File: src/rtl/writeback_receive_wb.sv
// writeback_receive_wb
// Receiving end of the EX->WB interface. Holds one instruction in the
// EX->WB latch and commits it exactly once: register-file writes (GPR1,
// GPR2, MM), flags load, and an optional data-cache store through a
// req/ack handshake. While a store is outstanding WB_stall holds execute.
// A sticky dcache_err flags a store that waited ACK_TIMEOUT cycles in WAIT.
// REPNE support: saved_count captures the decremented count on commit and
// wb_repne_terminate_all pulses when the loop must end.
//
// Ports:
//   CLK, CLR                      clock, synchronous active-high reset
//   WB_ld_latches                 load enable for the EX->WB latch
//   WB_*_next                     incoming instruction bundle from execute
//   dcache_ack                    store accepted by the data cache
//   gpr1_*/gpr2_*/mm_*/flags_*    register-file and flags write ports
//   dcache_req/addr/wdata/size    store request to the data cache
//   WB_stall                      back-pressure to execute
//   wb_repne_terminate_all        single-cycle REPNE termination pulse
//   saved_count                   last committed REPNE count
//   dcache_err                    sticky store-ack timeout flag
module writeback_receive_wb #(
  parameter int ACK_TIMEOUT = 255,
  parameter int ZF_BIT      = 6
) (
  input  logic        CLK,
  input  logic        CLR,
  input  logic        WB_ld_latches,
  input  logic        WB_V_next,
  input  logic [1:0]  WB_d2_datasize_all_next,
  input  logic        WB_ex_ld_gpr1_wb_next,
  input  logic        WB_ex_ld_gpr2_wb_next,
  input  logic        WB_ex_ld_mm_wb_next,
  input  logic        WB_ex_dcache_write_wb_next,
  input  logic        WB_d2_repne_wb_next,
  input  logic        WB_ld_flags_next,
  input  logic [31:0] WB_RESULT_A_next,
  input  logic [31:0] WB_RESULT_B_next,
  input  logic [31:0] WB_RESULT_C_next,
  input  logic [31:0] WB_FLAGS_next,
  input  logic [63:0] WB_RESULT_MM_next,
  input  logic [2:0]  WB_DR1_next,
  input  logic [2:0]  WB_DR2_next,
  input  logic [31:0] WB_ADDRESS_next,
  input  logic        dcache_ack,
  output logic        gpr1_we,
  output logic [2:0]  gpr1_dr,
  output logic [31:0] gpr1_data,
  output logic        gpr2_we,
  output logic [2:0]  gpr2_dr,
  output logic [31:0] gpr2_data,
  output logic        mm_we,
  output logic [2:0]  mm_dr,
  output logic [63:0] mm_data,
  output logic        flags_we,
  output logic [31:0] flags_data,
  output logic        dcache_req,
  output logic [31:0] dcache_addr,
  output logic [63:0] dcache_wdata,
  output logic [1:0]  dcache_size,
  output logic        WB_stall,
  output logic        wb_repne_terminate_all,
  output logic [31:0] saved_count,
  output logic        dcache_err
);

  localparam int CW = $clog2(ACK_TIMEOUT + 1);

  typedef enum logic [0:0] {
    ST_IDLE = 1'b0,
    ST_WAIT = 1'b1
  } state_t;

  // Latch: valid bit (reset) and data fields (no reset, don't-care after CLR)
  logic        v_q, v_d;
  logic [1:0]  size_q, size_d;
  logic        ld_gpr1_q, ld_gpr1_d;
  logic        ld_gpr2_q, ld_gpr2_d;
  logic        ld_mm_q, ld_mm_d;
  logic        dwrite_q, dwrite_d;
  logic        repne_q, repne_d;
  logic        ld_flags_q, ld_flags_d;
  logic [31:0] res_a_q, res_a_d;
  logic [31:0] res_b_q, res_b_d;
  logic [31:0] res_c_q, res_c_d;
  logic [31:0] flags_q, flags_d;
  logic [63:0] res_mm_q, res_mm_d;
  logic [2:0]  dr1_q, dr1_d;
  logic [2:0]  dr2_q, dr2_d;
  logic [31:0] addr_q, addr_d;

  // Control state
  state_t          state_q, state_d;
  logic [CW-1:0]   cnt_q, cnt_d;
  logic            err_q, err_d;
  logic [31:0]     saved_count_q, saved_count_d;

  logic req_s;
  logic stall_s;
  logic commit_s;

  // Handshake and commit qualification
  always_comb begin
    req_s    = v_q & dwrite_q;
    stall_s  = req_s & ~dcache_ack;
    // A store commits only in the cycle its ack is seen, so its register
    // writes land together with the ack.
    commit_s = v_q & (~dwrite_q | dcache_ack);
  end

  // Output decode from the latched instruction
  always_comb begin
    gpr1_we      = commit_s & ld_gpr1_q;
    gpr1_dr      = dr1_q;
    gpr1_data    = res_a_q;
    // Same-DR GPR1/GPR2 writes are both driven; the register file gives GPR2 priority.
    gpr2_we      = commit_s & ld_gpr2_q;
    gpr2_dr      = dr2_q;
    gpr2_data    = res_b_q;
    mm_we        = commit_s & ld_mm_q;
    mm_dr        = dr1_q;
    mm_data      = res_mm_q;
    flags_we     = commit_s & ld_flags_q;
    flags_data   = flags_q;
    dcache_req   = req_s;
    dcache_addr  = addr_q;
    dcache_size  = size_q;
    if (size_q == 2'd3) begin
      dcache_wdata = res_mm_q;
    end else begin
      dcache_wdata = {32'd0, res_a_q};
    end
    WB_stall     = stall_s;
    wb_repne_terminate_all = commit_s & repne_q &
                             ((res_c_q == 32'd0) | flags_q[ZF_BIT]);
    saved_count  = saved_count_q;
    dcache_err   = err_q;
  end

  // Latch next-state: load, bubble when not stalled, hold while stalled
  always_comb begin
    v_d        = v_q;
    size_d     = size_q;
    ld_gpr1_d  = ld_gpr1_q;
    ld_gpr2_d  = ld_gpr2_q;
    ld_mm_d    = ld_mm_q;
    dwrite_d   = dwrite_q;
    repne_d    = repne_q;
    ld_flags_d = ld_flags_q;
    res_a_d    = res_a_q;
    res_b_d    = res_b_q;
    res_c_d    = res_c_q;
    flags_d    = flags_q;
    res_mm_d   = res_mm_q;
    dr1_d      = dr1_q;
    dr2_d      = dr2_q;
    addr_d     = addr_q;
    if (WB_ld_latches) begin
      v_d        = WB_V_next;
      size_d     = WB_d2_datasize_all_next;
      ld_gpr1_d  = WB_ex_ld_gpr1_wb_next;
      ld_gpr2_d  = WB_ex_ld_gpr2_wb_next;
      ld_mm_d    = WB_ex_ld_mm_wb_next;
      dwrite_d   = WB_ex_dcache_write_wb_next;
      repne_d    = WB_d2_repne_wb_next;
      ld_flags_d = WB_ld_flags_next;
      res_a_d    = WB_RESULT_A_next;
      res_b_d    = WB_RESULT_B_next;
      res_c_d    = WB_RESULT_C_next;
      flags_d    = WB_FLAGS_next;
      res_mm_d   = WB_RESULT_MM_next;
      dr1_d      = WB_DR1_next;
      dr2_d      = WB_DR2_next;
      addr_d     = WB_ADDRESS_next;
    end else if (!stall_s) begin
      // Bubble after use guarantees one commit per loaded instruction.
      v_d = 1'b0;
    end else begin
      v_d = v_q;
    end
  end

  // Store-wait FSM, timeout counter, sticky error and REPNE count
  always_comb begin
    state_d       = state_q;
    cnt_d         = cnt_q;
    err_d         = err_q;
    saved_count_d = saved_count_q;
    case (state_q)
      ST_IDLE: begin
        if (stall_s) begin
          state_d = ST_WAIT;
          cnt_d   = {CW{1'b0}};
        end else begin
          state_d = ST_IDLE;
        end
      end
      ST_WAIT: begin
        if (dcache_ack) begin
          state_d = ST_IDLE;
        end else begin
          // Counter saturates at ACK_TIMEOUT; the request is never aborted.
          if (cnt_q != CW'(ACK_TIMEOUT)) begin
            cnt_d = cnt_q + {{(CW-1){1'b0}}, 1'b1};
          end else begin
            cnt_d = cnt_q;
          end
          if (cnt_q == CW'(ACK_TIMEOUT - 1)) begin
            err_d = 1'b1;
          end else begin
            err_d = err_q;
          end
        end
      end
      default: begin
        state_d = ST_IDLE;
      end
    endcase
    if (commit_s && repne_q) begin
      saved_count_d = res_c_q;
    end else begin
      saved_count_d = saved_count_q;
    end
  end

  // Control registers with synchronous reset
  always_ff @(posedge CLK) begin
    if (CLR) begin
      v_q           <= 1'b0;
      state_q       <= ST_IDLE;
      cnt_q         <= {CW{1'b0}};
      err_q         <= 1'b0;
      saved_count_q <= 32'd0;
    end else begin
      v_q           <= v_d;
      state_q       <= state_d;
      cnt_q         <= cnt_d;
      err_q         <= err_d;
      saved_count_q <= saved_count_d;
    end
  end

  // Latch data fields; meaningless while v_q is low, so no reset
  always_ff @(posedge CLK) begin
    size_q     <= size_d;
    ld_gpr1_q  <= ld_gpr1_d;
    ld_gpr2_q  <= ld_gpr2_d;
    ld_mm_q    <= ld_mm_d;
    dwrite_q   <= dwrite_d;
    repne_q    <= repne_d;
    ld_flags_q <= ld_flags_d;
    res_a_q    <= res_a_d;
    res_b_q    <= res_b_d;
    res_c_q    <= res_c_d;
    flags_q    <= flags_d;
    res_mm_q   <= res_mm_d;
    dr1_q      <= dr1_d;
    dr2_q      <= dr2_d;
    addr_q     <= addr_d;
  end

endmodule

File: config.mk
export PLATFORM = sky130hd
export DESIGN_NAME = writeback_receive_wb
export DESIGN_NICKNAME = d
export VERILOG_FILES = /design/src/rtl/writeback_receive_wb.sv
export SDC_FILE = /design/constraint.sdc
export NUM_CORES = 1
export LEC_CHECK = 0
export ABC_AREA = 1
export ABC_CLOCK_PERIOD_IN_PS = 1900
export BUFFER_PORTS_ARGS = -buffer_cell sky130_fd_sc_hd__buf_2
export CAP_MARGIN = 20
export CELL_PAD_IN_SITES_DETAIL_PLACEMENT = 2
export CELL_PAD_IN_SITES_GLOBAL_PLACEMENT = 2
export CORE_AREA = 2 2 212 214
export CTS_CLUSTER_DIAMETER = 120
export DETAILED_ROUTE_END_ITERATION = 10
export DIE_AREA = 0 0 214 216
export GPL_ROUTABILITY_DRIVEN = 1
export PLACE_DENSITY_LB_ADDON = 0.2
export SETUP_SLACK_MARGIN = 0.05
export SYNTH_ARGS = -nofsm -noshare
export SYNTH_HDL_FRONTEND = slang
export SYNTH_SLANG_ARGS = --single-unit
File: constraint.sdc
create_clock -name CLK -period 1.9 [get_ports CLK]
set_input_delay 0.38 -clock CLK [delete_from_list [all_inputs] [get_ports CLK]]
set_output_delay 0.38 -clock CLK [all_outputs]
set_load 0.01 [all_outputs]
== After elaboration in Yosys (flattened, before gate mapping) ==
Cells that the tools add are included.

* Flip-flop bits (word level): 281
* Bits of input ports: 243
* Output and inout port bits: 307
* Logic and storage cells: 56

* Add/sub/neg operators: 1
* Eq/ne operators: 7
* Mux-type cells: 10
* Bitwise gates (word level): 14
* Reduce and logical (&&, ||, !) cells: 4

{| class="wikitable"
|+ Operator list
! operator !! count
|-
| $mux W64 || 1
|-
| $logic_not A32 Y1 || 1
|-
| $mux W8 || 3
|-
| $pmux W8 S2 || 1
|-
| $and A1 B1 Y1 || 9
|-
| $add A8 B1 Y8 const B || 1
|-
| $eq A8 B8 Y1 const B || 1
|-
| $ne A8 B8 Y1 const B || 1
|-
| $ne A2 B2 Y1 const B || 3
|-
| $reduce_and A3 Y1 || 2
|-
| $mux W1 || 4
|-
| $not A1 Y1 || 3
|-
| $eq A2 B2 Y1 const B || 1
|-
| $ne A2 B1 Y1 const B || 1
|-
| $or A1 B1 Y1 || 2
|-
| $pmux W1 S2 || 1
|-
| $logic_and A1 B1 Y1 || 1
|}

== Longest topological paths before layout ==
* Depth after elaboration: 5
* Mapped depth: 9
* Gate-level depth less buffers: 9

== Worst setup path before layout ==
OpenSTA, ideal clock, no wires.

* Path type: flip-flop to output port
* Start: register size_q[0] (netlist: dcache_size[0])
* End: output dcache_wdata[10]
* Arrival time: 1.310 ns
* Data required time: 1.520 ns
* Setup slack: 0.210 ns
* Stages on the path, launching flop included: 4
* Buffers on the path: 1
* Cell sequence: edfxtp_1 -> nand2_1 -> buf_2 -> mux2_2

* Word-level cells in the longest chain between the ends: 2

{| class="wikitable"
|+ Ends and longest elaborated chain
! element !! line !! text
|-
| start: declaration || 75 || <nowiki>logic [1:0] size_q, size_d;</nowiki>
|-
| start signal: assignment || 244 || <nowiki>size_q <= size_d;</nowiki>
|-
| $eq A2 B2 Y1 || 127 || <nowiki>if (size_q == 2'd3) begin</nowiki>
|-
| $mux W64 || 127 ||
|-
| end: declaration || 58 || <nowiki>output logic [63:0] dcache_wdata,</nowiki>
|}

Every way passes these cells.

== Worst setup path in the final report ==
* Start: register size_q[1] (netlist: dcache_size[1])
* End: output dcache_wdata[0]

The elaborated chain is that of the path after synthesis.

==> flow_summary.ini <==
[synth]
yosys_most_used_dff = edfxtp_1
synth_top_area_share_pct = 72.55
synth_area_mm2 = 0.009851
syn_avg_cell_area_um2 = 15.44
yosys-top-cells-count = 238 x edfxtp_1, 75 x nand2_1, 72 x nor2_1, 56 x inv_1, 43 x dfxtp_1
synth_edf_count = 238
yosys_warnings = 0
ys_ff_latch = 281
yosysMostFrequentCell = edfxtp_1
synth_cell_types = 25
syn_inst = 638
async_flop_share_pct = 0
synth_nets = 883
synth.area.top_cells = edfxtp_1 73%, dfxtp_1 8.7%, mux2_2 3.7%
netlist.top_cell.by_area = edfxtp_1
synth-seq-area-share_pct = 81.29

[cells_and_area]
syn_to_final_growth_pct = 74.91
fin_util_pct = 39.31
fin_nets = 1702
drive_gt1_share_pct = 46.76
diodes = 0
fill_cells = 4536
final_area_mm2 = 0.01723

[die]
start_util_pct = 22.47
rows = 77
die_h_um = 216
die-area_mm2 = 0.04622
die_x_um = 214
ioPinCount = 550
core_mm2 = 0.04384

[clock_network]
cts_made_buffers = 36
clk_latency_ns = 0.55
root_buffer = clkbuf_16
cts_tree = yes
clock-sinks = 281
clk_path_buf_depth = 3
cts_max_level = 2
clk_pin_slew_worst_paths_ns = 0.05

[route]
routed_wl_um = 45850
routed-via-count = 8424
drt-initial-drc-count = 328
drc = 0
post_drt_wl_per_cell_um = 22.11
postRouteAntennaNets = 0
via_per_inst = 4.062
firstDrtPassIters = 4

[critical_path]
r2r_start = cnt_q[0]$_SDFFE_PP0P_
end_kind = output pin
critPathLaunchType = flop
reg2reg_to = cnt_q[3]$_SDFFE_PP0P_
path_max_fanout = 6
path_class = flop to output pin
worstPathArrival_ns = 1.84
r2r_setup_slack_ns = 0.30
reg2regPathDepth = 9
cp.required_ns = 1.52

[sta]
setup_tns_ns = -14.90
fin_ws_ns = -0.3151
hold_viol = 0
rsz0062_at_grt = true
period_share_pct = 116.6
worstMarginPinSlew_ns = 0.3938
relSlewSlack_pct = 73.75
min_period_ns = 2.215
max_freq_mhz = 451.5
fin_skew_ns = 0.01685
report.final.slew_viol_count = 0
setup_viol = 69

[placement]
gp_congestion = 0.8562
io_buffers = 549
place_area_mm2 = 0.01337
hpwl_um = 31960

[min_path]
whs_path_depth = 1
worstHoldPathType = primary input to flop
hp-start = WB_RESULT_C_next[8]
hold_end = res_c_q[8]$_DFFE_PP_

[status]
outcome = finished with violations
violations = setup timing

[global_routing]
grt.total_usage_pct = 19.09
antenna_found_initial = 0
grt_pass1_wl_um = 65500
grt_max_degree = 64
grt_pass1_vias = 9629
overflow = 0

[power_and_ir_drop]
peakVddDrop_v = 0.0009899
power_density_mw_per_mm2 = 948.5
p_leak_nw = 7.522

[job]
maxCapViolCount = 0
[logic make-up after synthesis]
group                    Yosys count  synth area share [%]
adder cells (fa/ha/maj)            2                0.2540
AO/OA/AOI/OAI                     38                 2.185
flip-flops                       281                 81.29
multiplexers                      32                 3.658
buffers and inverters             82                 3.810
AND/OR/NAND/NOR                  203                 8.802
[final cells by class]
type / count / area (µm²) / area share [%]
flip-flops and latches: 281 / 8008 / 46.47
repair buffers: 804 / 5512 / 31.99
multi-input cells: 275 / 1617 / 9.382
clock buffers: 44 / 930.9 / 5.403
well taps: 592 / 740.7 / 4.299
inverters: 59 / 221.5 / 1.285
clock inverters: 19 / 201.4 / 1.169
[layout by cell type, fill, tap and decap left out, drive strengths merged]
| cell | instances |
|---|---|
| nand3 | 42 |
| nor2 | 75 |
| edfxtp | 238 |
| ha | 2 |
| clkbuf | 45 |
| a21oi | 36 |
| nor3 | 2 |
| dlygate4sd3 | 225 |
| clkinvlp | 1 |
| nand2 | 79 |
| buf | 578 |
| mux2 | 32 |
| a21boi | 1 |
| nor3b | 1 |
| clkinv | 12 |
| dfxtp | 43 |
| o21ai | 1 |
| inv | 62 |
| bufinv | 3 |
| nand4 | 1 |
| nand3b | 3 |
[worst max-delay path by stage]
| stage | start | end | slack [ns] | cells past startpoint |
|---|---|---|---|---|
| 2_1_floorplan | dcache_size[0]$_DFFE_PP_ | dcache_wdata[10] | 0.21 | 3 |
| 3_3_place_gp | res_c_q[16]$_DFFE_PP_ | wb_repne_terminate_all | 0.16 | 8 |
| 3_5_place_dp | res_c_q[10]$_DFFE_PP_ | wb_repne_terminate_all | 0.12 | 8 |
| 4_1_cts | dcache_size[0]$_DFFE_PP_ | dcache_wdata[12] | -0.36 | 4 |
| 5_1_grt | res_c_q[20]$_DFFE_PP_ | wb_repne_terminate_all | -0.44 | 8 |
| 6_report | dcache_size[1]$_DFFE_PP_ | dcache_wdata[0] | -0.32 | 5 |
[flip-flops by register name, summed over array words and instances, names as in the netlist, 2 cells and up]
name,count
cnt_q,8
dcache_addr,32
dcache_size,2
flags_data,32
gpr1_data,32
gpr1_dr,3
gpr2_data,32
gpr2_dr,3
mm_data,64
res_c_q,32
saved_count,32
[stage by stage]
stage | worst slack, ns | hold WS, ns | total power [mW] | std cells
final | -0.3151 | 0.03616 | 16.34 | 2074
after global routing | -0.4377 | 0.01269 | 16.94 | 2074
after CTS | -0.3630 | 0.0001878 | 16.31 | 2064
after detailed placement | 0.1219 | 0.4477 | 9.100 | 1774
after global placement | 0.1565 | 0.4424 | 9.056 | 1774
after floorplan | 0.2105 | 0.4740 | 7.982 | 638
[routing by layer]
metal | up-vias | wire [µm] | part of all wire, % | track usage [%]
met5 | - | 0 | 0 | 0
met4 | 0 | 1040 | 2.3 | 6.014
met3 | 52 | 3331 | 7.3 | 5.807
met2 | 326 | 23600 | 51 | 34.46
met1 | 4172 | 17880 | 39 | 21.47
li1 | 3874 | - | - | -
[power breakdown]
group / total (mW) / internal (mW) / switching, mW
sequential: 7.38 / 7.17 / 0.205
clock: 6.75 / 3.93 / 2.83
combinational: 2.21 / 1.08 / 1.13
[worst max-delay path, stage by stage (launching register included)]
cell	delay, ns
edfxtp_1	0.43
nand2_4	0.13
buf_12	0.13
clkbuf_16	0.15
mux2_4	0.31
buf_6	0.13
[repair_timing]
action                                 CTS  global route
setup endpoints to repair               70            70
buffers inserted                         3             8
hold buffers                           224             1
resized for setup                       23            77
pin swaps                                3             8
cloned                                   0             2
endpoints found under the hold margin  224             1
(Power assumes the default switching activity.)
